## src/rtl/mod_regread.sv

```systemverilog
// Register-read stage: 16xXLEN register file, per-register pending-write scoreboard,
// writeback bypass on operand reads, RAW/WAW stall, and a registered ID->EX slot.
module mod_regread #(
   parameter int unsigned NREGS  = 16,
   parameter int unsigned XLEN   = 64,
   parameter int unsigned PEND_W = 2
) (
   input  logic                    clk,
   input  logic                    reset,
   input  logic                    id_valid,
   output logic                    id_ready,
   input  logic [7:0]              id_opcode,
   input  logic [3:0]              id_src_a,
   input  logic [3:0]              id_src_b,
   input  logic                    id_use_a,
   input  logic                    id_use_b,
   input  logic [NREGS-1:0]        id_dst_mask,
   output logic                    ex_valid,
   input  logic                    ex_ready,
   output logic [7:0]              ex_opcode,
   output logic [XLEN-1:0]         ex_a,
   output logic [XLEN-1:0]         ex_b,
   output logic [NREGS-1:0]        ex_dst_mask,
   input  logic                    wb0_en,
   input  logic [3:0]              wb0_idx,
   input  logic [XLEN-1:0]         wb0_data,
   input  logic                    wb1_en,
   input  logic [3:0]              wb1_idx,
   input  logic [XLEN-1:0]         wb1_data,
   input  logic [NREGS-1:0]        wb_retire_mask,
   output logic [NREGS*XLEN-1:0]   regfile_o,
   output logic                    err_sb
);

   localparam logic [PEND_W-1:0] PendMax = '1;

   logic [XLEN-1:0]   rf_q [NREGS];
   logic [PEND_W-1:0] pend_q [NREGS];
   logic [PEND_W-1:0] pend_nx [NREGS];
   logic [PEND_W-1:0] pend_d [NREGS];

   logic              ex_valid_q, ex_valid_d;
   logic [7:0]        ex_opcode_q, ex_opcode_d;
   logic [XLEN-1:0]   ex_a_q, ex_a_d;
   logic [XLEN-1:0]   ex_b_q, ex_b_d;
   logic [NREGS-1:0]  ex_dst_q, ex_dst_d;
   logic              err_q;

   logic [XLEN-1:0]   op_a, op_b;
   logic              retire_err, waw_sat, raw_haz, hazard, fire;

   // Operand read with writeback bypass; wb1 has priority as it wins the regfile write.
   always_comb begin
      op_a = '0;
      if (id_use_a) begin
         if (wb1_en && wb1_idx == id_src_a)      op_a = wb1_data;
         else if (wb0_en && wb0_idx == id_src_a) op_a = wb0_data;
         else                                    op_a = rf_q[id_src_a];
      end
   end

   always_comb begin
      op_b = '0;
      if (id_use_b) begin
         if (wb1_en && wb1_idx == id_src_b)      op_b = wb1_data;
         else if (wb0_en && wb0_idx == id_src_b) op_b = wb0_data;
         else                                    op_b = rf_q[id_src_b];
      end
   end

   // Retires are applied before the hazard check so a retiring writer releases its readers.
   always_comb begin
      retire_err = 1'b0;
      waw_sat    = 1'b0;
      for (int i = 0; i < NREGS; i++) begin
         pend_nx[i] = pend_q[i];
         if (wb_retire_mask[i]) begin
            if (pend_q[i] == '0) retire_err = 1'b1;
            else                 pend_nx[i] = pend_q[i] - PEND_W'(1);
         end
         if (id_dst_mask[i] && pend_nx[i] == PendMax) waw_sat = 1'b1;
      end
   end

   assign raw_haz  = (id_use_a && pend_nx[id_src_a] != '0) ||
                     (id_use_b && pend_nx[id_src_b] != '0);
   assign hazard   = raw_haz || waw_sat;
   assign id_ready = !reset && !hazard && (!ex_valid_q || ex_ready);
   assign fire     = id_valid && id_ready;

   always_comb begin
      for (int i = 0; i < NREGS; i++) begin
         pend_d[i] = pend_nx[i] + PEND_W'(fire && id_dst_mask[i]);
      end
   end

   always_comb begin
      ex_valid_d  = ex_valid_q;
      ex_opcode_d = ex_opcode_q;
      ex_a_d      = ex_a_q;
      ex_b_d      = ex_b_q;
      ex_dst_d    = ex_dst_q;
      if (fire) begin
         ex_valid_d  = 1'b1;
         ex_opcode_d = id_opcode;
         ex_a_d      = op_a;
         ex_b_d      = op_b;
         ex_dst_d    = id_dst_mask;
      end else if (ex_ready) begin
         ex_valid_d  = 1'b0;
      end
   end

   always_ff @(posedge clk or posedge reset) begin
      if (reset) begin
         for (int i = 0; i < NREGS; i++) begin
            rf_q[i]   <= '0;
            pend_q[i] <= '0;
         end
         ex_valid_q  <= 1'b0;
         ex_opcode_q <= '0;
         ex_a_q      <= '0;
         ex_b_q      <= '0;
         ex_dst_q    <= '0;
         err_q       <= 1'b0;
      end else begin
         if (wb0_en) rf_q[wb0_idx] <= wb0_data;
         if (wb1_en) rf_q[wb1_idx] <= wb1_data;
         for (int i = 0; i < NREGS; i++) begin
            pend_q[i] <= pend_d[i];
         end
         ex_valid_q  <= ex_valid_d;
         ex_opcode_q <= ex_opcode_d;
         ex_a_q      <= ex_a_d;
         ex_b_q      <= ex_b_d;
         ex_dst_q    <= ex_dst_d;
         if (retire_err) err_q <= 1'b1;
      end
   end

   always_comb begin
      for (int i = 0; i < NREGS; i++) begin
         regfile_o[i*XLEN +: XLEN] = rf_q[i];
      end
   end

   assign ex_valid    = ex_valid_q;
   assign ex_opcode   = ex_opcode_q;
   assign ex_a        = ex_a_q;
   assign ex_b        = ex_b_q;
   assign ex_dst_mask = ex_dst_q;
   assign err_sb      = err_q;

endmodule

```

## config.mk

```make
export PLATFORM = sky130hd
export DESIGN_NAME = mod_regread
export DESIGN_NICKNAME = d
export VERILOG_FILES = /design/src/rtl/mod_regread.sv
export SDC_FILE = /design/constraint.sdc
export NUM_CORES = 2
export LEC_CHECK = 0
export BUFFER_PORTS_ARGS = -buffer_cell sky130_fd_sc_hd__buf_2
export CAP_MARGIN = 15
export CORE_AREA = 2 2 535 537
export CTS_CLUSTER_SIZE = 8
export DETAILED_ROUTE_END_ITERATION = 6
export DIE_AREA = 0 0 537 539
export GPL_ROUTABILITY_DRIVEN = 0
export PLACE_DENSITY = 0.51
export SYNTH_ARGS = -nofsm -noshare
export SYNTH_HDL_FRONTEND = slang
export SYNTH_SLANG_ARGS = --single-unit
```

## constraint.sdc

```tcl
create_clock -name clk -period 96.7 [get_ports clk]
set_input_delay 4.835 -clock clk [delete_from_list [all_inputs] [get_ports clk]]
set_output_delay 4.835 -clock clk [all_outputs]
set_load 0.05 [all_outputs]
```

==> run metrics <==
wire length per cell 35.9 um; number of port buffers around 1400; PostCTS Resize Cnt 0; Num CTS Buffers between 150 and 200; yosys warns 0; initial antenna violation count 42; CP required slightly above 90 ns; FMAX roughly 82 MHz; io pins ~1400; Avg Synthesized Cell Area 10.4 sq um; Area Growth Syn to Fin 19.6%; Worst Hold Path Cells 1; Final Slew Violations 0; register-to-register setup slack 92.40 ns; peak supply drop about 24 uV; first-pass GRT wire length ~570000 um; relative slew slack 18.2%; cell count after synthesis ~7000; WHS Endpoint ex_b[7]; Worst Path Arrival around 7.4 ns; Design Area, Final 0.0881 sq mm; XOR/XNOR Fraction of Synth Area 0.381%; asr flop ratio synth 100%; final setup violation count 0; Final period util between 10% and 20%; HP Class register to register; DRC 0; Sum Neg Setup Slack 0 ns; Inst Count DP roughly 11000; RSZ-0062 raised after global routing no; HP Start ex_b[7]; vias per cell around 5.8; dpl cell area just over 0.08 sq mm; Distinct cells, synth 56; CTS Buffer Depth 4; outcome finished, final reports clean; max_cap viols 0; grt ovf 0; Mapped Area 0.0736 sq mm; # H-tree levels 4; clock root cell clkbuf_16; Tmin final ~12 ns; FF-to-FF path depth 9; FF-to-FF Start pend_q[10]; core area roughly 0.28 sq mm; Critical Path Source Type input pin; largest family of logic cells by synthesized area multiplexers; Top FF cell, synth dfrtp_1; placed wire-length estimate 295000 um; simple-gate share of the synthesized area 6.71%; FF-to-FF End ex_a[31]; Rows 196; largest net degree at the start of global routing about 170; Final Hold Fails 0; total number of vias roughly 68000; Crit Path Category input pin to primary output; clock skew a little under 0.08 ns; Hold-fix buffers, CTS 0; most frequent cells in the layout buf_2 (1363), mux2i_1 (1214), dfrtp_1 (1210); cells taking the most area after synthesis dfrtp_1 (41%), mux2i_1 (17%), mux4_2 (12%), a21oi_1 (6.6%), o21ai_0 (4.0%); CTS tree yes; First DRT Iteration DRCs around 8300; largest area contributor in the netlist dfrtp_1; DIE AREA between 0.2 and 0.3 sq mm; vias in the first global route between 60000 and 70000; post-synthesis compound-gate area fraction between 10 and 15%; static leakage 38.5 nW; Total Routing Usage GR between 20% and 30%; Worst Tran Pin Value 1.23 ns; area share of the largest cell type after synthesis between 40% and 50%; most common cell after layout, fill and taps aside buf_2; EDFF count, synth 0; total power 2.53 mW; Worst Path Max Fanout 43; CTS sink cnt between 1000 and 1500; mux share of post-synthesis cell area 32.1%; routed wire length ~420000 um; share of layout cells above drive strength 1 a little under 30%; CTS clk-pin slew, worst paths about 0.05 ns; synthesized flop and latch total 1210; Worst-Skew Late Latency about 0.9 ns; # Post-CTS Setup Buffers 0; fin cells 11700; die height around 540 um; Final ANT Viol Nets 0; FILL cells approximately 29000; Final Core Density 31.0%; CP Capture Type primary output; PwrDens approximately 29 mW/mm^2; Starting Density 25.9%; first-pass iteration count of the detailed router 6; register area share after synthesis between 40% and 50%; Adder-Cell Fraction of Synth Area less than 1%; nets@finish slightly above 8000; Die Wd ~540 um; Synthesized Nets between 7000 and 8000
cells by family (layout without fill, tap and decap cells):
family                   Yosys count  after routing
flip-flops                      1210           1210
AND/OR/NAND/NOR                 1217           1217
buffers and inverters            886           1738
adder cells (fa/ha/maj)           16             16
AO/OA/AOI/OAI                   1906           1906
multiplexers                    1815           1815
other                              0             22
XOR/XNOR                          32             32
synth_stat cells, types with 23 or more instances:
library cell  count
nand2b_1         25
mux2_4           93
clkbuf_1        520
a21oi_1         964
a22oi_1         191
a221o_1          63
dfrtp_1        1210
nand2_1         417
inv_1            23
buf_1           171
nor2_1          660
a221oi_1         65
mux2_2          122
buf_2           155
o21ai_0         583
mux2i_1        1214
mux4_2          386
stage by stage:
step	hold slack, ns	setup WS, ns
5_1_grt	0.517	84.29
2_1_floorplan	0.549	57.77
4_1_cts	0.501	84.40
3_3_place_gp	0.486	84.36
6_report	0.506	84.44
3_5_place_dp	0.487	84.39
per-layer routing:
| metal | global-route usage, % | up-vias | routed length, um |
|---|---|---|---|
| li1 | - | 27500 | - |
| met4 | 15.4 | 28 | 27700 |
| met3 | 10.5 | 1065 | 52700 |
| met1 | 34.7 | 34500 | 159000 |
| met5 | 0 | - | 188 |
| met2 | 41.6 | 4626 | 181000 |
critical path: stages:
cell	delay, ns
buf_8	0.38
buf_4	0.70
nor2b_1	0.15
o211ai_1	0.13
o2111ai_1	0.14
nor3_1	0.26
o311a_1	0.27
o21a_1	0.18
buf_2	0.28
state kept, by name (all words and copies together), names as in the netlist:
register and flops:
ex_valid 1, regfile_o 1024, err_sb 1, pend_q 32
ex_opcode 8, ex_dst_mask 16, ex_a 64, ex_b 64
power by group:
part	leakage [nW]	switching, mW	internal (mW)	total [mW]
Combinational	21.6	0.838	0.300	1.14
Sequential	14.5	0.166	0.639	0.805
Clock	2.38	0.256	0.336	0.591
worst max-delay path by stage:
stage                     to        start  slack, ns  depth (start not counted)
detailed placement  id_ready  id_src_a[0]      84.39                          9
global route        id_ready  id_src_a[0]      84.29                          9
global placement    id_ready  id_src_a[0]      84.36                          9
floorplan             err_sb        reset      57.77                          1
CTS                 id_ready  id_src_a[0]      84.40                          9
finish              id_ready  id_src_a[0]      84.44                          9
area by class of cell:
class | count | area, sq um | area share, %
clock inverters | 15 | 198 | 0.225
diodes | 22 | 55.1 | 0.0625
repair buffers | 1502 | 8050 | 9.15
inverters | 23 | 93.8 | 0.107
well taps | 3762 | 4710 | 5.35
flip-flops and latches | 1210 | 30300 | 34.4
multi-input cells | 4986 | 40000 | 45.5
clock buffers | 198 | 4640 | 5.27
No activity file was read; power rests on OpenSTA's default activity.
